### src/rtl/layer_sched_pkg.sv
// Shared definitions for the layer scheduler: FSM encoding, program-entry
// layout and engine identifiers.
package layer_sched_pkg;

    typedef enum logic [1:0] {
        ST_IDLE  = 2'd0,
        ST_ISSUE = 2'd1,
        ST_WAIT  = 2'd2,
        ST_FIN   = 2'd3
    } state_t;

    // Program entry layout as written through cfg_data.
    localparam int CFG_W        = 3;
    localparam int CFG_ID_LSB   = 0;
    localparam int CFG_ID_W     = 2;
    localparam int CFG_LAST_BIT = 2;

    typedef logic [CFG_ID_W-1:0] eng_id_t;

    localparam eng_id_t ENG_CONV = 2'd0;
    localparam eng_id_t ENG_POOL = 2'd1;
    localparam eng_id_t ENG_RELU = 2'd2;
    localparam eng_id_t ENG_FC   = 2'd3;

    typedef struct packed {
        logic    last;
        eng_id_t id;
    } prog_entry_t;

    function automatic prog_entry_t decode_entry(input logic [CFG_W-1:0] raw);
        prog_entry_t e;
        e.last = raw[CFG_LAST_BIT];
        e.id   = raw[CFG_ID_LSB +: CFG_ID_W];
        return e;
    endfunction

endpackage

### src/rtl/layer_sched_if.sv
// Engine-side and DRAM-side bus of the layer scheduler; master is the
// scheduler, slave is the engine/DRAM fabric.
interface layer_sched_if #(
    parameter int NUM_ENG    = 4,
    parameter int DATA_WIDTH = 32,
    parameter int ADDR_WIDTH = 18
) ();

    logic [NUM_ENG-1:0]            eng_enable;
    logic [NUM_ENG-1:0]            eng_done;
    logic [NUM_ENG*ADDR_WIDTH-1:0] eng_addr_in;
    logic [NUM_ENG*ADDR_WIDTH-1:0] eng_addr_out;
    logic [NUM_ENG*DATA_WIDTH-1:0] eng_data_out;
    logic [NUM_ENG-1:0]            eng_en_rd;
    logic [NUM_ENG-1:0]            eng_en_wr;

    logic [ADDR_WIDTH-1:0]         dram_addr_rd;
    logic [ADDR_WIDTH-1:0]         dram_addr_wr;
    logic [DATA_WIDTH-1:0]         dram_data_wr;
    logic                          dram_en_rd;
    logic                          dram_en_wr;

    modport master (
        output eng_enable,
        input  eng_done, eng_addr_in, eng_addr_out, eng_data_out, eng_en_rd, eng_en_wr,
        output dram_addr_rd, dram_addr_wr, dram_data_wr, dram_en_rd, dram_en_wr
    );

    modport slave (
        input  eng_enable,
        output eng_done, eng_addr_in, eng_addr_out, eng_data_out, eng_en_rd, eng_en_wr,
        input  dram_addr_rd, dram_addr_wr, dram_data_wr, dram_en_rd, dram_en_wr
    );

endinterface

### src/rtl/layer_sched_dram_mux.sv
// Routes the selected engine's DRAM request to the shared DRAM port; all
// outputs are zero when disabled or when sel names no existing engine.
module dram_mux #(
    parameter int NUM_ENG    = 4,
    parameter int DATA_WIDTH = 32,
    parameter int ADDR_WIDTH = 18,
    parameter int SEL_W      = 2
) (
    input  logic                          en,
    input  logic [SEL_W-1:0]              sel,
    input  logic [NUM_ENG*ADDR_WIDTH-1:0] eng_addr_rd,
    input  logic [NUM_ENG*ADDR_WIDTH-1:0] eng_addr_wr,
    input  logic [NUM_ENG*DATA_WIDTH-1:0] eng_data_wr,
    input  logic [NUM_ENG-1:0]            eng_en_rd,
    input  logic [NUM_ENG-1:0]            eng_en_wr,
    output logic [ADDR_WIDTH-1:0]         dram_addr_rd,
    output logic [ADDR_WIDTH-1:0]         dram_addr_wr,
    output logic [DATA_WIDTH-1:0]         dram_data_wr,
    output logic                          dram_en_rd,
    output logic                          dram_en_wr
);

    // NOTE: every output gets a default before the loop so no path leaves it
    // unassigned; otherwise synthesis would infer latches.
    always_comb begin
        dram_addr_rd = '0;
        dram_addr_wr = '0;
        dram_data_wr = '0;
        dram_en_rd   = 1'b0;
        dram_en_wr   = 1'b0;
        for (int i = 0; i < NUM_ENG; i++) begin
            if (en && (int'(sel) == i)) begin
                dram_addr_rd = eng_addr_rd[i*ADDR_WIDTH +: ADDR_WIDTH];
                dram_addr_wr = eng_addr_wr[i*ADDR_WIDTH +: ADDR_WIDTH];
                dram_data_wr = eng_data_wr[i*DATA_WIDTH +: DATA_WIDTH];
                dram_en_rd   = eng_en_rd[i];
                dram_en_wr   = eng_en_wr[i];
            end
        end
    end

endmodule

### src/rtl/layer_sched.sv
// Layer scheduler: walks a small program of engine ids, starts each engine,
// waits for its done pulse and lends it the shared DRAM port meanwhile.
module layer_sched
    import layer_sched_pkg::*;
#(
    parameter int DATA_WIDTH = 32,
    parameter int ADDR_WIDTH = 18,
    parameter int NUM_ENG    = 4,
    parameter int PROG_DEPTH = 8
) (
    input  logic              clk,
    input  logic              srstn,
    input  logic              start,
    input  logic              cfg_wr,
    input  logic [2:0]        cfg_addr,
    input  logic [CFG_W-1:0]  cfg_data,
    output logic              busy,
    output logic              done,
    output logic              err,
    layer_sched_if.master     bus
);

    localparam int PC_W = (PROG_DEPTH > 1) ? $clog2(PROG_DEPTH) : 1;

    state_t            state_q, state_d;
    logic [PC_W-1:0]   pc_q, pc_d;
    prog_entry_t       prog_q [PROG_DEPTH];
    prog_entry_t       exec_q [PROG_DEPTH];
    prog_entry_t       cur;
    logic [NUM_ENG-1:0] sel_onehot;
    logic              sel_valid;
    logic              cur_last;
    logic              sel_done;
    logic              stray_done;
    logic              start_ok;
    logic              err_set;
    logic              mux_en;

    assign start_ok = start && (state_q == ST_IDLE);

    // Execution reads a snapshot taken at start, so a cfg write in the
    // start cycle lands in prog_q but not in the running program.
    assign cur = exec_q[pc_q];

    always_comb begin
        sel_onehot = '0;
        for (int i = 0; i < NUM_ENG; i++) begin
            if (int'(cur.id) == i) sel_onehot[i] = 1'b1;
        end
    end

    assign sel_valid  = |sel_onehot;
    assign cur_last   = cur.last || (int'(pc_q) == PROG_DEPTH - 1);
    assign sel_done   = |(bus.eng_done & sel_onehot);
    assign stray_done = |(bus.eng_done & ~sel_onehot);

    always_comb begin
        state_d = state_q;
        pc_d    = pc_q;
        unique case (state_q)
            ST_IDLE: begin
                if (start_ok) begin
                    state_d = ST_ISSUE;
                    pc_d    = '0;
                end
            end
            ST_ISSUE: state_d = ST_WAIT;
            ST_WAIT: begin
                // An invalid engine never answers, so its entry is skipped.
                if (sel_done || !sel_valid) begin
                    if (cur_last) begin
                        state_d = ST_FIN;
                    end else begin
                        state_d = ST_ISSUE;
                        pc_d    = pc_q + PC_W'(1);
                    end
                end
            end
            ST_FIN:  state_d = ST_IDLE;
            default: state_d = ST_IDLE;
        endcase
    end

    // NOTE: sequential state uses non-blocking assignments so every register
    // samples pre-edge values regardless of statement order.
    always_ff @(posedge clk or negedge srstn) begin
        if (!srstn) begin
            state_q <= ST_IDLE;
            pc_q    <= '0;
        end else begin
            state_q <= state_d;
            pc_q    <= pc_d;
        end
    end

    // NOTE: the program store is reset explicitly because an unwritten entry
    // must read as engine 0, not last; this keeps it in flops, not RAM.
    always_ff @(posedge clk or negedge srstn) begin
        if (!srstn) begin
            for (int i = 0; i < PROG_DEPTH; i++) begin
                prog_q[i] <= '0;
                exec_q[i] <= '0;
            end
        end else begin
            if (start_ok) exec_q <= prog_q;
            if (cfg_wr && (state_q == ST_IDLE) && (int'(cfg_addr) < PROG_DEPTH)) begin
                prog_q[cfg_addr] <= decode_entry(cfg_data);
            end
        end
    end

    assign err_set = ((state_q == ST_ISSUE) && !sel_valid) ||
                     ((state_q == ST_WAIT) && stray_done);

    always_ff @(posedge clk or negedge srstn) begin
        if (!srstn)        err <= 1'b0;
        else if (err_set)  err <= 1'b1;
        else if (start_ok) err <= 1'b0;
    end

    assign busy           = (state_q != ST_IDLE);
    assign done           = (state_q == ST_FIN);
    assign bus.eng_enable = (state_q == ST_ISSUE) ? sel_onehot : '0;
    assign mux_en         = (state_q == ST_ISSUE) || (state_q == ST_WAIT);

    dram_mux #(
        .NUM_ENG    (NUM_ENG),
        .DATA_WIDTH (DATA_WIDTH),
        .ADDR_WIDTH (ADDR_WIDTH),
        .SEL_W      (CFG_ID_W)
    ) u_dram_mux (
        .en           (mux_en),
        .sel          (cur.id),
        .eng_addr_rd  (bus.eng_addr_in),
        .eng_addr_wr  (bus.eng_addr_out),
        .eng_data_wr  (bus.eng_data_out),
        .eng_en_rd    (bus.eng_en_rd),
        .eng_en_wr    (bus.eng_en_wr),
        .dram_addr_rd (bus.dram_addr_rd),
        .dram_addr_wr (bus.dram_addr_wr),
        .dram_data_wr (bus.dram_data_wr),
        .dram_en_rd   (bus.dram_en_rd),
        .dram_en_wr   (bus.dram_en_wr)
    );

endmodule

### src/flat_wrapper.sv
// flat-port wrapper written by rule: the top's interface ports become plain ports
module layer_sched_flat import layer_sched_pkg::*;
#(
    parameter int DATA_WIDTH = 32,
    parameter int ADDR_WIDTH = 18,
    parameter int NUM_ENG    = 4,
    parameter int PROG_DEPTH = 8
)
  (clk, srstn, start, cfg_wr, cfg_addr, cfg_data, busy, done, err, bus_eng_enable, bus_eng_done, bus_eng_addr_in, bus_eng_addr_out, bus_eng_data_out, bus_eng_en_rd, bus_eng_en_wr, bus_dram_addr_rd, bus_dram_addr_wr, bus_dram_data_wr, bus_dram_en_rd, bus_dram_en_wr);
  layer_sched_if #(.NUM_ENG(NUM_ENG), .DATA_WIDTH(DATA_WIDTH), .ADDR_WIDTH(ADDR_WIDTH)) bus_i ();
  input  logic clk;
  input  logic srstn;
  input  logic start;
  input  logic cfg_wr;
  input  logic [2:0] cfg_addr;
  input  logic [CFG_W-1:0] cfg_data;
  output logic busy;
  output logic done;
  output logic err;
  output wire logic [$bits(bus_i.eng_enable)-1:0] bus_eng_enable;
  input wire logic [$bits(bus_i.eng_done)-1:0] bus_eng_done;
  input wire logic [$bits(bus_i.eng_addr_in)-1:0] bus_eng_addr_in;
  input wire logic [$bits(bus_i.eng_addr_out)-1:0] bus_eng_addr_out;
  input wire logic [$bits(bus_i.eng_data_out)-1:0] bus_eng_data_out;
  input wire logic [$bits(bus_i.eng_en_rd)-1:0] bus_eng_en_rd;
  input wire logic [$bits(bus_i.eng_en_wr)-1:0] bus_eng_en_wr;
  output wire logic [$bits(bus_i.dram_addr_rd)-1:0] bus_dram_addr_rd;
  output wire logic [$bits(bus_i.dram_addr_wr)-1:0] bus_dram_addr_wr;
  output wire logic [$bits(bus_i.dram_data_wr)-1:0] bus_dram_data_wr;
  output wire logic [$bits(bus_i.dram_en_rd)-1:0] bus_dram_en_rd;
  output wire logic [$bits(bus_i.dram_en_wr)-1:0] bus_dram_en_wr;
  assign bus_eng_enable = bus_i.eng_enable;
  assign bus_i.eng_done = bus_eng_done;
  assign bus_i.eng_addr_in = bus_eng_addr_in;
  assign bus_i.eng_addr_out = bus_eng_addr_out;
  assign bus_i.eng_data_out = bus_eng_data_out;
  assign bus_i.eng_en_rd = bus_eng_en_rd;
  assign bus_i.eng_en_wr = bus_eng_en_wr;
  assign bus_dram_addr_rd = bus_i.dram_addr_rd;
  assign bus_dram_addr_wr = bus_i.dram_addr_wr;
  assign bus_dram_data_wr = bus_i.dram_data_wr;
  assign bus_dram_en_rd = bus_i.dram_en_rd;
  assign bus_dram_en_wr = bus_i.dram_en_wr;
  layer_sched #(.DATA_WIDTH(DATA_WIDTH), .ADDR_WIDTH(ADDR_WIDTH), .NUM_ENG(NUM_ENG), .PROG_DEPTH(PROG_DEPTH)) u_core (.clk(clk), .srstn(srstn), .start(start), .cfg_wr(cfg_wr), .cfg_addr(cfg_addr), .cfg_data(cfg_data), .busy(busy), .done(done), .err(err), .bus(bus_i));
endmodule
### config.mk
export PLATFORM = sky130hd
export DESIGN_NAME = layer_sched_flat
export DESIGN_NICKNAME = d
export VERILOG_FILES = /design/src/rtl/layer_sched_pkg.sv /design/src/rtl/layer_sched_if.sv /design/src/rtl/layer_sched_dram_mux.sv /design/src/rtl/layer_sched.sv /design/src/flat_wrapper.sv
export SDC_FILE = /design/constraint.sdc
export NUM_CORES = 1
export LEC_CHECK = 0
export ABC_AREA = 0
export BUFFER_PORTS_ARGS = -buffer_cell sky130_fd_sc_hd__buf_4
export CAP_MARGIN = 20
export CORE_AREA = 3 3 142 144
export CTS_BUF_LIST = sky130_fd_sc_hd__clkbuf_16
export DETAILED_ROUTE_END_ITERATION = 8
export DIE_AREA = 0 0 145 147
export PLACE_DENSITY = 0.55
export SLEW_MARGIN = 20
export SYNTH_ARGS = -nofsm -noshare
export SYNTH_HDL_FRONTEND = slang
export SYNTH_SLANG_ARGS = --single-unit
### constraint.sdc
create_clock -name clk -period 2.42 [get_ports clk]
set_input_delay 0.242 -clock clk [delete_from_list [all_inputs] [get_ports clk]]
set_output_delay 0.242 -clock clk [all_outputs]
set_load 0.05 [all_outputs]
* Word-level counts from Yosys, hierarchy flattened
Cells that the tools add are included.
** Operators by class
- $add $sub $neg :: 1
- Magnitude comparators :: 3
- Eq/ne operators :: 10
- Multiplexer cells :: 41
- Bitwise operators :: 5
- Reduce and logical (&&, ||, !) cells :: 24
** Operators with widths (number)
- 18-bit 2-to-1 mux :: 8
- 32-bit 2-to-1 mux :: 4
- 24-bit bitwise mux :: 1
- 3-bit 2-to-1 mux :: 6
- 1-bit 2-to-1 mux :: 14
- 4-bit OR reduction :: 3
- 3-bit binary-select mux with 3-bit select :: 1
- 3-bit demux with 3-bit select :: 1
- 1-bit logical AND :: 9
- 4-bit AND :: 2
- 2-bit == test (second input constant) :: 4
- 4-bit >= comparator (second input constant) :: 2
- 3-bit NOT with 4-bit output :: 2
- 2-bit one-hot mux with 4 select lines :: 1
- 2-bit 2-to-1 mux :: 3
- 3-bit one-hot mux with 2 select lines :: 1
- 2-bit nonzero test :: 3
- 2-bit by 1-bit == test with 1-bit output (second input constant) :: 2
- 2-bit zero test :: 2
- 1-bit logical OR :: 4
- 4-bit by 1-bit < comparator with 1-bit output (second input constant) :: 1
- 4-bit 2-to-1 mux :: 1
- 2-bit by 1-bit != test with 1-bit output (second input constant) :: 2
- 4-bit NOT :: 1
- 6 further kinds :: 6
** Word-level totals
- Register bits after elaboration :: 54
- Input bits :: 294
- Output and inout port bits :: 77
- Word-level logic and storage cells :: 119

* Logic depth before layout (Yosys ltp)
Gate-level depths: netlist of the first run.
- Word-level depth :: 12
- Mapped depth :: 8
- Gate-level depth less buffers :: 8

* Modules after synthesis
A second synthesis of the first run with hierarchy kept.
** Second synthesis, totals
- Cell total of the unflattened synthesis :: 426
- Area, all modules :: 4698.3 um2
** By module, submodules not included
- layer_sched :: instances 1, cells each 183, area each 2548.7 um2
- dram_mux :: instances 1, cells each 243, area each 2149.6 um2

* Worst setup path before layout of the first run
No wires, ideal clock.
- Path kind :: register to output
- Start :: register u_core.pc_q[0]
- End :: output port bus_eng_enable[1]
- Arrival time :: 2.331 ns
- Required time :: 2.178 ns
- Setup slack :: -0.153 ns
- Stages on the path, launching flop included :: 9
- Path buffers :: 3
- Cells stage by stage :: dfrtp_1 buf_2 mux2i_1 mux4_2 buf_2 buf_2 inv_1 nand2_1 nor2_1
** On the way
- Longest elaborated chain between the ends :: 7
** RTL lines
- from (decl) :: line layer_sched.sv:26 : logic [PC_W-1:0] pc_q, pc_d;
- from (signal assigned) :: line layer_sched.sv:92 : pc_q <= pc_d;
- 3-bit NOT with 4-bit output (not written as such) :: line layer_sched.sv:43 : assign cur = exec_q[pc_q];
- 3-bit binary-select mux with 3-bit select :: line layer_sched.sv:43
- 3-bit 2-to-1 mux (not written as such) (2 in a row) :: line layer_sched.sv:43
- 2-bit == test :: line layer_sched.sv:48 : if (int'(cur.id) == i) sel_onehot[i] = 1'b1;
- 1-bit 2-to-1 mux :: line layer_sched.sv:48
- 4-bit 2-to-1 mux :: line layer_sched.sv:123 : assign bus.eng_enable = (state_q == ST_ISSUE) ? sel_onehot : '0;
- to (decl) :: line flat_wrapper.sv:20 : output wire logic [$bits(bus_i.eng_enable)-1:0] bus_eng_enable;
No other way between the ends. The select of a mux whose other input is x is not followed.

* Final worst setup path of the first run
- Start :: register u_core.pc_q[1]
- End :: output port bus_dram_data_wr[17]
** On the way
- Longest elaborated chain between the ends :: 10
- Elaborated cells between the ends (all ways) :: 16
- Classes of those cells :: 3 x eq/ne; 7 x mux; 1 x bitwise; 5 x reduce/logical
** RTL lines
- 3-bit NOT with 4-bit output (not written as such) * :: line layer_sched.sv:43
- 3-bit binary-select mux with 3-bit select * :: line layer_sched.sv:43
- 3-bit 2-to-1 mux (not written as such) * (2 in a row) :: line layer_sched.sv:43
- 2-bit zero test :: line layer_sched_dram_mux.sv:32 : if (en && (int'(sel) == i)) begin
- 1-bit logical AND :: line layer_sched_dram_mux.sv:32
- 32-bit 2-to-1 mux (3 in a row) :: line layer_sched_dram_mux.sv:32
- 32-bit 2-to-1 mux * :: line layer_sched_dram_mux.sv:32
- to (decl) :: line flat_wrapper.sv:29 : output wire logic [$bits(bus_i.dram_data_wr)-1:0] bus_dram_data_wr;
Mark *: on every way between the ends. The rest lies on a longest branch, timed or not. The select of a mux whose other input is x is not followed.

==> results of run 1 <==
state kept, by name, indices dropped and copies added, names as in the netlist:
| signal | count |
|---|---|
| u_core.state_q | 2 |
| u_core.exec_q | 24 |
| u_core.pc_q | 3 |
| u_core.prog_q | 24 |
| u_core.err | 1 |
critical path: cells and delay by family (launching register included):
family,cells,cell delay (ns)
DFF,1,0.41
and+or+nand+nor,1,0.19
muxes,3,1.33
buffers and inverters,2,0.35
layout by cell type (no fill, tap or decap), types with 2 or more instances in the layout:
master and n:
sky130_fd_sc_hd__nor3_1 5, sky130_fd_sc_hd__dfrtp_1 52, sky130_fd_sc_hd__mux2i_1 6, sky130_fd_sc_hd__nand3_1 2, sky130_fd_sc_hd__buf_6 44, sky130_fd_sc_hd__buf_4 324, sky130_fd_sc_hd__a22o_1 3, sky130_fd_sc_hd__buf_12 6
sky130_fd_sc_hd__buf_8 21, sky130_fd_sc_hd__and3_4 2, sky130_fd_sc_hd__dfrtp_2 2, sky130_fd_sc_hd__mux4_2 74, sky130_fd_sc_hd__inv_1 5, sky130_fd_sc_hd__mux2_4 2, sky130_fd_sc_hd__ha_1 6, sky130_fd_sc_hd__and2_4 70
sky130_fd_sc_hd__nor2_2 2, sky130_fd_sc_hd__clkbuf_16 6, sky130_fd_sc_hd__nor2_1 6, sky130_fd_sc_hd__nand2_1 9, sky130_fd_sc_hd__mux2_2 49, sky130_fd_sc_hd__mux2i_4 2, sky130_fd_sc_hd__nand2b_1 3
repair_timing:
action / 4_1_cts / 5_1_grt
resized for setup: 60 / 48
pin swaps: 2 / 2
setup endpoints to repair: 77 / 79
endpoints found under the hold margin: 0 / 0
buffers inserted: 3 / 3
gates cloned: 0 / 1
metal layers:
metal  vias to the layer above  global-route usage (%)
met1                      2404                    26.8
met4                         0                    5.75
li1                       2076                       -
met2                       224                    36.9
met3                        37                    7.80
met5                         -                       0
worst max-delay path by stage:
stage | start | to | slack (ns) | cells past startpoint
after detailed placement | u_core.pc_q[1]$_DFFE_PN0P_ | bus_dram_addr_wr[12] | -0.20 | 6
after floorplan | u_core.pc_q[0]$_DFFE_PN0P_ | bus_eng_enable[1] | -0.15 | 8
final | u_core.pc_q[1]$_DFFE_PN0P_ | bus_dram_data_wr[17] | -0.40 | 6
after global placement | u_core.pc_q[1]$_DFFE_PN0P_ | bus_dram_data_wr[31] | -0.15 | 6
after global routing | u_core.pc_q[1]$_DFFE_PN0P_ | bus_dram_data_wr[0] | -0.51 | 6
after CTS | u_core.pc_q[1]$_DFFE_PN0P_ | bus_dram_data_wr[31] | -0.46 | 6
power by group:
group	switching, mW	leakage, nW	internal, mW
clock network	0.296	0.0724	0.374
registers	0.244	0.676	1.32
logic	7.09	3.30	6.23
total	7.63	4.04	7.92
area by class of cell:
cell class | instances | area (µm²) | area share, %
Antenna cell | 1 | 2.50 | 0.0290
Clock buffer | 5 | 125 | 1.45
Tap cell | 260 | 325 | 3.77
Inverter | 5 | 18.8 | 0.218
Sequential cell | 54 | 1350 | 15.7
Timing Repair Buffer | 397 | 3420 | 39.6
Clock inverter | 3 | 12.5 | 0.145
Multi-Input combinational cell | 255 | 3370 | 39.1
synth_stat cells:
library cell / count / area (µm²)
sky130_fd_sc_hd__nor3b_1: 1 / 7.51
sky130_fd_sc_hd__or2_2: 1 / 6.26
sky130_fd_sc_hd__a31oi_1: 1 / 6.26
sky130_fd_sc_hd__buf_6: 1 / 11.3
sky130_fd_sc_hd__nand2b_1: 3 / 18.8
sky130_fd_sc_hd__clkbuf_1: 9 / 33.8
sky130_fd_sc_hd__o32a_1: 1 / 10.0
sky130_fd_sc_hd__inv_1: 5 / 18.8
sky130_fd_sc_hd__o21ai_0: 1 / 5.00
sky130_fd_sc_hd__nor3_1: 5 / 25.0
sky130_fd_sc_hd__nand3_1: 2 / 10.0
sky130_fd_sc_hd__nor4_1: 1 / 6.26
sky130_fd_sc_hd__dfrtp_1: 54 / 1350
sky130_fd_sc_hd__and3_1: 2 / 12.5
sky130_fd_sc_hd__nor2_1: 8 / 30.0
sky130_fd_sc_hd__nand2_1: 10 / 37.5
sky130_fd_sc_hd__buf_2: 8 / 40.0
sky130_fd_sc_hd__buf_1: 2 / 7.51
sky130_fd_sc_hd__a31o_2: 1 / 8.76
sky130_fd_sc_hd__mux2_2: 50 / 563
sky130_fd_sc_hd__ha_1: 7 / 87.6
sky130_fd_sc_hd__buf_12: 7 / 140
sky130_fd_sc_hd__a221oi_2: 1 / 15.0
sky130_fd_sc_hd__o31ai_1: 1 / 7.51
sky130_fd_sc_hd__o22ai_1: 2 / 12.5
sky130_fd_sc_hd__mux2_4: 1 / 15.0
sky130_fd_sc_hd__a22o_1: 3 / 26.3
sky130_fd_sc_hd__mux2i_1: 8 / 80.1
sky130_fd_sc_hd__and2_1: 70 / 438
sky130_fd_sc_hd__mux4_2: 75 / 1690
cell families after synthesis:
group                    after synthesis  synth area share [%]
AND/OR/NAND/NOR                      103                  12.5
multiplexers                         134                  49.7
buffers and inverters                 32                  5.33
AO/OA/AOI/OAI                         11                  1.93
adder cells (fa/ha/maj)                7                  1.86
flip-flops                            54                  28.6
per-stage QoR:
step / cells / instance area, µm² / hold slack (ns) / setup TNS, ns
after global placement: 966 / 8020 / 0.314 / -6.48
final: 980 / 8620 / -0.000118 / -27.02
after global routing: 980 / 8620 / 0.0405 / -34.28
after CTS: 977 / 8410 / 0.0223 / -28.42
after detailed placement: 966 / 8020 / 0.331 / -10.81
after floorplan: 341 / 4890 / -0.0536 / -1.03
==> flow_metrics.py, run 1 <==
metrics = {
    "status": {
        "run_status": "complete, but fails checks",
        "violations_in_the_final_reports": "hold timing, setup timing",
    },
    "setup_path": {
        "rr_worst_depth": 8,
        "worst_path_largest_cell_delay_ns": 0.53,
        "criticalPathCategory": "reg -> out",
        "worst_setup_path_end_kind": "primary output",
        "critPathSlowestCell": "sky130_fd_sc_hd__mux4_2",
        "cp-start-kind": "register",
        "timing.rr.end": "u_core.pc_q[0]$_DFFE_PN0P_",
        "top_cell_by_count_worst_path": "sky130_fd_sc_hd__mux4_2",
        "worstPathRequired_ns": 2.18,
        "r2r_slack_ns": -0.16,
        "cp_cell_sequence": "mux4_2 -> mux2_4 -> buf_12 -> mux4_2 -> and2_4 -> buf_6",
        "crit-reg2reg-launch": "u_core.pc_q[0]$_DFFE_PN0P_",
        "crit_arrival_ns": 2.58,
        "path_max_fanout": 25,
    },
    "final_layout": {
        "fillers": 1770,
        "final_util_pct": 45.8,
        "num-nets-final": 1019,
        "final_layout_size_suffix_gt1_share_pct": 85.8,
        "synthToLayoutAreaGrowth_pct": 82.6,
    },
    "placed_design": {
        "finalWeightedCongestion": 0.925,
        "dp_hpwl_mm": 21.6,
        "io_buffers": 370,
        "dp_slack_ns": -0.202,
    },
    "cts": {
        "insertion_delay_to_the_later_sink_of_the_worst_skew_pair_ns": 0.28,
        "clkSinkCount": 54,
        "cts_tree": "built",
        "clock_tree.htree_level_count": 2,
        "clkSlewWorstSetupHoldPaths_ns": 0.07,
        "cts-buffers-inserted": 5,
        "clock_path_buffers": 2,
        "cts_hold_buf": 0,
        "cts_root_buf": "sky130_fd_sc_hd__clkbuf_16",
    },
    "synthesis": {
        "netlist_instances": 341,
        "synthesized_area_per_cell_um2": 13.8,
        "synth_fp_nets": 642,
        "ys_warn_count": 0,
        "post_synth_instance_area_um2": 4720,
        "flops_latches_synth": 54,
        "synth.yosys.seq_area_share_pct": 28.6,
        "synth.lib_cells_used.distinct": 30,
    },
    "floorplan": {
        "die_width_um": 145,
        "rows": 50,
        "die_y_um": 147,
        "ioPinCount": 371,
        "die-area_um2": 21300,
        "initial_core_util_pct": 25.1,
        "fp.coreArea_um2": 18800,
    },
    "routing": {
        "routed_wirelength_mm": 24.8,
        "num_vias": 4741,
        "drc_violation_count_after_routing": 0,
        "route.layer.met1.wl_mm": 9.50,
        "met2_wirelength_mm": 12.2,
        "met3_wirelength_mm": 2.34,
        "routed.top_layer": "met4",
        "drt_pre_antenna_iters": 4,
        "antenna_left": 0,
        "routed_wire_length_per_instance_um": 25.3,
        "first_iter_violations": 229,
        "vias_per_cell": 4.84,
    },
    "timing": {
        "final.period_utilization_pct": 117,
        "finalCriticalPeriod_ns": 2.82,
        "timing_worst_slew_pin_value_ns": 0.674,
        "finalSetupViolCount": 77,
        "rsz0062_at_grt": "true",
        "timing.clock.skew_ns": 0.00568,
        "layout_setup_ws_ns": -0.404,
        "slew_limit_headroom_pct": 55.0,
        "fmaxAchievable_mhz": 354,
        "report.final.slew_viol_count": 0,
        "timing.final.hold_violations": 2,
        "hold_slack_ns": -0.000118,
    },
    "power_and_ir_drop": {
        "power_per_cell_area_nw_per_um2": 1800,
        "p_leak_nw": 4.04,
        "power_mw": 15.6,
        "vdd.ir_drop.worst_uv": 671,
    },
    "global_route": {
        "grt_antenna_before_repair": 2,
        "largest_net_degree_at_the_start_of_global_routing": 71,
        "combined_global_route_utilization_of_all_metal_layers_pct": 21.9,
        "grt_overflow_total": 0,
        "grt_pass1_vias": 5218,
        "wire_length_of_the_first_global_routing_pass_mm": 34.9,
    },
    "min_path": {
        "path_class_of_the_lowest_slack_min_delay_path": "in -> async",
    },
    "run": {
        "drv_cap": 0,
    },
}
No activity file was read; power rests on OpenSTA's default activity.
==> run 2: changes to the inputs <==
--- a/config.mk
+++ b/config.mk
@@ -8,12 +8,13 @@
 export ABC_AREA = 0
 export BUFFER_PORTS_ARGS = -buffer_cell sky130_fd_sc_hd__buf_4
 export CAP_MARGIN = 20
-export CORE_AREA = 3 3 142 144
+export CORE_AREA = 3 3 141 143
 export CTS_BUF_LIST = sky130_fd_sc_hd__clkbuf_16
 export DETAILED_ROUTE_END_ITERATION = 8
-export DIE_AREA = 0 0 145 147
-export PLACE_DENSITY = 0.55
+export DIE_AREA = 0 0 144 146
+export PLACE_DENSITY = 0.56
 export SLEW_MARGIN = 20
 export SYNTH_ARGS = -nofsm -noshare
 export SYNTH_HDL_FRONTEND = slang
+export SYNTH_HIERARCHICAL = 1
 export SYNTH_SLANG_ARGS = --single-unit
==> run 2 against run 1 <==
The flow still finishes with violations (hold timing, setup timing). Synthesized cell count is 25% higher. Register-to-register slack gained 0.13 ns. Worst setup slack gained 0.063 ns. Clock skew shrank 0.0028 ns. Critical path type unchanged. Highest routed layer is now met5.
==> flow_metrics.py, run 2 <==
metrics = {
    "status": {
        "run_status": "complete, but fails checks",
        "violations_in_the_final_reports": "hold timing, setup timing",
    },
    "final_layout": {
        "final_cell_mix": "330 x sky130_fd_sc_hd__buf_4, 70 x sky130_fd_sc_hd__o22ai_4, 63 x sky130_fd_sc_hd__mux2i_2",
        "multi_input_comb_area_um2": 4540,
        "final_layout_size_suffix_gt1_share_pct": 80.5,
        "seq_area_um2": 1350,
        "leading_cell_type_in_the_layout_fill_and_taps_excluded": "sky130_fd_sc_hd__buf_4",
        "num-nets-final": 1144,
        "fillers": 1532,
        "synthToLayoutAreaGrowth_pct": 125,
        "reg.largest.list": "u_core/exec_q x24, u_core/prog_q x24, u_core/pc_q x3",
        "finish.instance_area_um2": 10600,
    },
    "placed_design": {
        "io_buffers": 370,
        "dp_hpwl_mm": 19.4,
        "finalWeightedCongestion": 0.901,
        "post_dp_cell_area_um2": 8930,
    },
    "synthesis": {
        "synthSimpleGateAreaFrac_pct": 4.37,
        "complex_gate_fraction_of_the_synthesized_area_pct": 11.5,
        "synth_edf_count": 0,
        "netlist_instances": 426,
        "synth_area_leader_cell": "sky130_fd_sc_hd__mux2i_1",
        "post-synth-top-count-cell": "sky130_fd_sc_hd__mux2i_1",
        "synth.lib_cells_used.distinct": 35,
        "postSynth.asyncResetShare_pct": 100,
        "synth_area_leaders": "sky130_fd_sc_hd__mux2i_1 31%, sky130_fd_sc_hd__dfrtp_1 29%, sky130_fd_sc_hd__mux2_2 12%, sky130_fd_sc_hd__o22ai_1 9.5%, sky130_fd_sc_hd__buf_12 3.4%",
        "synth.top_cells.by_count": "145 x sky130_fd_sc_hd__mux2i_1, 71 x sky130_fd_sc_hd__o22ai_1, 54 x sky130_fd_sc_hd__dfrtp_1, 50 x sky130_fd_sc_hd__mux2_2, 17 x sky130_fd_sc_hd__clkbuf_1",
        "flops_latches_synth": 54,
        "synth_top_family_by_area": "multiplexers",
        "yosys.area_share.xor_xnor_pct": 0,
        "synth_fp_nets": 727,
        "synthesized_area_per_cell_um2": 11.0,
        "yosys_most_used_dff": "sky130_fd_sc_hd__dfrtp_1",
        "synth.yosys.seq_area_share_pct": 28.8,
        "post_synth_fa_ha_maj_area_fraction_pct": 1.86,
        "ys_warn_count": 6,
        "synth_top_area_share_pct": 30.9,
        "yosys-mux-area-fraction_pct": 46.2,
        "post_synth_instance_area_um2": 4700,
    },
    "timing": {
        "timing.final.hold_violations": 17,
        "fmaxAchievable_mhz": 362,
        "final.period_utilization_pct": 114,
        "layout_setup_ws_ns": -0.341,
        "report.final.slew_viol_count": 0,
        "hold_slack_ns": -0.0183,
        "rsz0062_at_grt": "true",
        "timing_worst_slew_pin_value_ns": 0.672,
        "finalCriticalPeriod_ns": 2.76,
        "timing.clock.skew_ns": 0.00286,
        "finalSetupViolCount": 75,
        "slew_limit_headroom_pct": 55.2,
    },
    "global_route": {
        "use_met3_pct": 6.11,
        "grt_pass1_vias": 5685,
        "met2_usage_grt_pct": 37.1,
        "grt_overflow_total": 0,
        "wire_length_of_the_first_global_routing_pass_mm": 34.6,
        "combined_global_route_utilization_of_all_metal_layers_pct": 21.4,
        "grt_antenna_before_repair": 3,
        "largest_net_degree_at_the_start_of_global_routing": 55,
        "grt.busiest_layer": "met2",
        "grt_use_met1_pct": 26.6,
    },
    "routing": {
        "num_vias": 5343,
        "first_iter_violations": 210,
        "drt_pre_antenna_iters": 4,
        "routed_wire_length_per_instance_um": 23.1,
        "drc_violation_count_after_routing": 0,
        "routed_wirelength_mm": 24.9,
        "vias_per_cell": 4.95,
        "antenna_left": 0,
    },
    "cts": {
        "cts_root_buf": "sky130_fd_sc_hd__clkbuf_16",
        "cts_tree": "built",
        "insertion_delay_to_the_later_sink_of_the_worst_skew_pair_ns": 0.29,
        "cts_hold_buf": 0,
        "clkSlewWorstSetupHoldPaths_ns": 0.07,
        "clkSinkCount": 54,
        "clock_tree.htree_level_count": 2,
        "cts-buffers-inserted": 5,
        "clock_path_buffers": 2,
    },
    "setup_path": {
        "path_max_fanout": 5,
        "criticalPathCategory": "reg -> out",
        "crit-reg2reg-launch": "u_core/pc_q[0]$_DFFE_PN0P_",
        "crit_arrival_ns": 2.52,
        "rr_worst_depth": 8,
        "critPathSlowestCell": "sky130_fd_sc_hd__mux4_2",
        "critPathTopFamily": "multiplexers",
        "worst_setup_path_end_kind": "primary output",
        "r2r_slack_ns": -0.03,
        "worstPathRequired_ns": 2.18,
        "cp_cell_sequence": "mux4_2 -> mux2i_4 -> buf_4 -> inv_6 -> clkbuf_16 -> mux2i_1 -> o22ai_4 -> buf_6",
        "cp-start-kind": "register",
        "worst_path_largest_cell_delay_ns": 0.55,
        "critPathBufInv": 4,
        "timing.rr.end": "u_core/pc_q[1]$_DFFE_PN0P_",
    },
    "floorplan": {
        "fp.coreArea_um2": 18700,
        "rows": 50,
        "die_y_um": 146,
        "ioPinCount": 371,
        "initial_core_util_pct": 25.1,
        "die_width_um": 144,
        "die-area_um2": 21000,
    },
    "min_path": {
        "path_class_of_the_lowest_slack_min_delay_path": "in -> async",
    },
    "run": {
        "drv_cap": 0,
    },
}
==> run 2: cell types whose count changed after synthesis, sizes merged, moves of 3 or more <==
cell / change
nand3: +3
buf: -5
mux2i: +138
clkbuf: +13
mux4: -70
and2: -69
nand2b: +3
o22ai: +69
==> run 2: layout make-up <==
| cell class | instances | share of cell area (%) |
|---|---|---|
| Clock buffer | 5 | 1.18 |
| Clock inverter | 3 | 0.414 |
| Tap cell | 234 | 2.76 |
| Sequential cell | 54 | 12.8 |
| Antenna cell | 1 | 0.0236 |
| Multi-Input combinational cell | 333 | 42.8 |
| Timing Repair Buffer | 440 | 39.2 |
| Inverter | 5 | 0.449 |
| Timing Repair inverter | 4 | 0.331 |
==> run 2: logic make-up (layout without fill, tap and decap cells) <==
group | Yosys count | count (layout)
and+or+nand+nor | 41 | 42
adders and majority gates | 7 | 7
AOI/OAI and AO/OA | 82 | 82
other | 0 | 1
DFF | 54 | 54
muxes | 202 | 202
buffers and inverters | 40 | 457
==> run 2: worst max-delay path by stage <==
stage	depth (start not counted)	slack (ns)	startpoint	end
detailed placement	8	-0.24	u_core/pc_q[0]$_DFFE_PN0P_	bus_dram_data_wr[3]
CTS	7	-0.31	u_core/pc_q[0]$_DFFE_PN0P_	bus_dram_addr_rd[4]
floorplan	9	-0.16	u_core/pc_q[0]$_DFFE_PN0P_	bus_dram_addr_rd[0]
global route	8	-0.40	u_core/pc_q[0]$_DFFE_PN0P_	bus_dram_data_wr[8]
finish	8	-0.34	u_core/pc_q[0]$_DFFE_PN0P_	bus_dram_data_wr[8]
global placement	8	-0.20	u_core/pc_q[0]$_DFFE_PN0P_	bus_dram_data_wr[3]
==> run 2: worst register-to-register path: stages (launching register included) <==
cell	delay, ns
sky130_fd_sc_hd__dfrtp_2	0.45
sky130_fd_sc_hd__buf_6	0.16
sky130_fd_sc_hd__mux2i_2	0.16
sky130_fd_sc_hd__mux4_2	0.52
sky130_fd_sc_hd__buf_4	0.18
sky130_fd_sc_hd__mux2_4	0.33
sky130_fd_sc_hd__a22oi_4	0.21
sky130_fd_sc_hd__nor2_1	0.08
sky130_fd_sc_hd__a32o_1	0.26
==> run 2: layer usage <==
metal	wire [µm]	vias to the layer above
li1	-	2507
met1	9680	2567
met2	12700	233
met3	2120	32
met4	347	4
met5	31	-
==> run 2: timing repair <==
action / in CTS / in global routing
setup buffers: 15 / 2
setup endpoints to repair: 75 / 79
gates cloned: 11 / 9
pin swaps: 23 / 4
resized for setup: 143 / 98
==> run 2: stage by stage <==
step	std cells	TNS [ns]	util, %	setup slack (ns)
after CTS	1072	-19.03	53.7	-0.312
after detailed placement	1039	-6.04	47.7	-0.237
final	1079	-17.45	56.6	-0.341
after global routing	1079	-22.60	56.6	-0.401
after floorplan	426	-7.24	-	-0.156
after global placement	1039	-3.94	47.7	-0.200
Power of run 2 is not shown: default switching activity piles up to over one toggle a cycle in this logic, so the estimate is an artifact.
==> run 3: changes to the inputs <==
--- a/config.mk
+++ b/config.mk
@@ -12,6 +12,7 @@
 export CTS_BUF_LIST = sky130_fd_sc_hd__clkbuf_16
 export DETAILED_ROUTE_END_ITERATION = 8
 export DIE_AREA = 0 0 144 146
+export MAX_ROUTING_LAYER = met4
 export PLACE_DENSITY = 0.56
 export SLEW_MARGIN = 20
 export SYNTH_ARGS = -nofsm -noshare
==> run 3 against run 2 <==
The flow still finishes with violations (hold timing, setup timing). Worst hold slack better by 0.010 ns. Clock skew is 0.00052 ns higher. Highest routed layer is now met4. Design area about the same. First-iteration DRC count decreased by 4.8%. Via count rose by 0.30%. Core utilization about the same. Register-to-register slack is essentially flat. Non-clock buffer count stayed put. Routed wire length rose by 0.12%. Maximum frequency shrank 0.18%.
==> flow_metrics.py, run 3 (synthesized netlist as in run 2, its figures left out) <==
metrics = {
    "final_layout": {
        "final_cell_mix": "330 x sky130_fd_sc_hd__buf_4, 70 x sky130_fd_sc_hd__o22ai_4, 63 x sky130_fd_sc_hd__mux2i_2",
        "synthToLayoutAreaGrowth_pct": 126,
        "finish.instance_area_um2": 10600,
        "num-nets-final": 1144,
        "reg.largest.list": "u_core/exec_q x24, u_core/prog_q x24, u_core/pc_q x3",
        "final_layout_size_suffix_gt1_share_pct": 80.5,
        "leading_cell_type_in_the_layout_fill_and_taps_excluded": "sky130_fd_sc_hd__buf_4",
    },
    "global_route": {
        "grt_pass1_vias": 5704,
        "combined_global_route_utilization_of_all_metal_layers_pct": 22.0,
        "grt_antenna_before_repair": 4,
        "wire_length_of_the_first_global_routing_pass_mm": 34.5,
        "largest_net_degree_at_the_start_of_global_routing": 55,
        "grt_overflow_total": 0,
    },
    "cts": {
        "clock_tree.htree_level_count": 2,
        "cts-buffers-inserted": 5,
        "cts_root_buf": "sky130_fd_sc_hd__clkbuf_16",
        "insertion_delay_to_the_later_sink_of_the_worst_skew_pair_ns": 0.29,
        "cts_tree": "built",
        "clkSinkCount": 54,
        "clkSlewWorstSetupHoldPaths_ns": 0.07,
        "clock_path_buffers": 2,
    },
    "floorplan": {
        "die-area_um2": 21000,
        "die_width_um": 144,
        "ioPinCount": 371,
        "die_y_um": 146,
        "fp.coreArea_um2": 18700,
        "rows": 50,
        "initial_core_util_pct": 25.1,
    },
    "timing": {
        "finalCriticalPeriod_ns": 2.77,
        "report.final.slew_viol_count": 0,
        "final.period_utilization_pct": 114,
        "layout_setup_ws_ns": -0.346,
        "timing_worst_slew_pin_value_ns": 0.676,
        "rsz0062_at_grt": "true",
        "hold_slack_ns": -0.00791,
        "slew_limit_headroom_pct": 54.9,
        "finalSetupViolCount": 75,
        "fmaxAchievable_mhz": 362,
        "timing.clock.skew_ns": 0.00338,
        "timing.final.hold_violations": 11,
    },
    "setup_path": {
        "critPathSlowestCell": "sky130_fd_sc_hd__mux4_2",
        "critPathTopFamily": "multiplexers",
        "crit_arrival_ns": 2.52,
        "path_max_fanout": 5,
        "worst_setup_path_end_kind": "primary output",
        "criticalPathCategory": "reg -> out",
        "worst_path_largest_cell_delay_ns": 0.55,
        "cp_cell_sequence": "mux4_2 -> mux2i_4 -> buf_4 -> inv_6 -> clkbuf_16 -> mux2i_1 -> o22ai_4 -> buf_6",
        "worstPathRequired_ns": 2.18,
        "critPathBufInv": 4,
        "cp-start-kind": "register",
    },
    "placed_design": {
        "io_buffers": 370,
        "dp_slack_ns": -0.237,
        "finalWeightedCongestion": 0.916,
        "post_dp_cell_area_um2": 8930,
        "dp_hpwl_mm": 19.4,
    },
    "routing": {
        "routed_wirelength_mm": 24.9,
        "drt_pre_antenna_iters": 4,
        "routed_wire_length_per_instance_um": 23.0,
        "antenna_left": 0,
        "drc_violation_count_after_routing": 0,
        "vias_per_cell": 4.95,
        "num_vias": 5359,
        "first_iter_violations": 200,
    },
    "run": {
        "drv_cap": 0,
    },
    "min_path": {
        "path_class_of_the_lowest_slack_min_delay_path": "in -> async",
    },
    "status": {
        "violations_in_the_final_reports": "hold timing, setup timing",
        "run_status": "complete, but fails checks",
    },
}
## run 3: cell count changes in the layout (fill, tap and decap cells not counted), sizes merged
cell / delta
diode: +3
## run 3: stage by stage
step | TNS, ns | instances | util, %
final | -17.40 | 1082 | 56.6
after global routing | -22.71 | 1082 | 56.6
after CTS | -19.03 | 1072 | 53.7
after detailed placement | -6.04 | 1039 | 47.7
after global placement | -3.94 | 1039 | 47.7
after floorplan | -7.24 | 426 | -
## run 3: worst paths after layout
kind,start,endpoint,slack [ns],cells after the start
max in group asynchronous,srstn,u_core/pc_q[0]$_DFFE_PN0P_,1.94,1
setup reg to reg,u_core/pc_q[0]$_DFFE_PN0P_,u_core/pc_q[1]$_DFFE_PN0P_,-0.03,8
hold reg to reg,u_core/prog_q[17]$_DFFE_PN0P_,u_core/exec_q[17]$_DFFE_PN0P_,0.50,1
hold / removal,srstn,u_core/prog_q[8]$_DFFE_PN0P_,-0.008,1
setup / recovery,u_core/pc_q[0]$_DFFE_PN0P_,bus_dram_data_wr[8],-0.35,8
min in group clk,cfg_data[2],u_core/prog_q[14]$_DFFE_PN0P_,0.26,2
## run 3: area by class of cell
type	instances	area, µm²
fillers	1532	8110
flip-flops and latches	54	1350
multi-input cells	333	4540
clock buffers	5	125
repair buffers	440	4150
inverters	5	47.5
repair inverters	4	35.0
clock inverters	3	43.8
diodes	4	10.0
well taps	234	293
## run 3: metal layers
layer	part of all wire (%)	global-route usage, %	vias to the layer above
met1	39	26.4	2587
met2	51	37.0	230
met3	8.8	6.24	28
met5	0	-	-
met4	1.4	3.86	0
li1	-	-	2514
## run 3: what timing repair did
action                                  4_1_cts  5_1_grt
resized for setup                           143       98
cloned                                       11        9
hold buffers                                  0        0
setup buffers                                15        2
pin swaps                                    23        4
endpoints found under the setup margin       75       79
Power of run 3 is left out for the same reason.
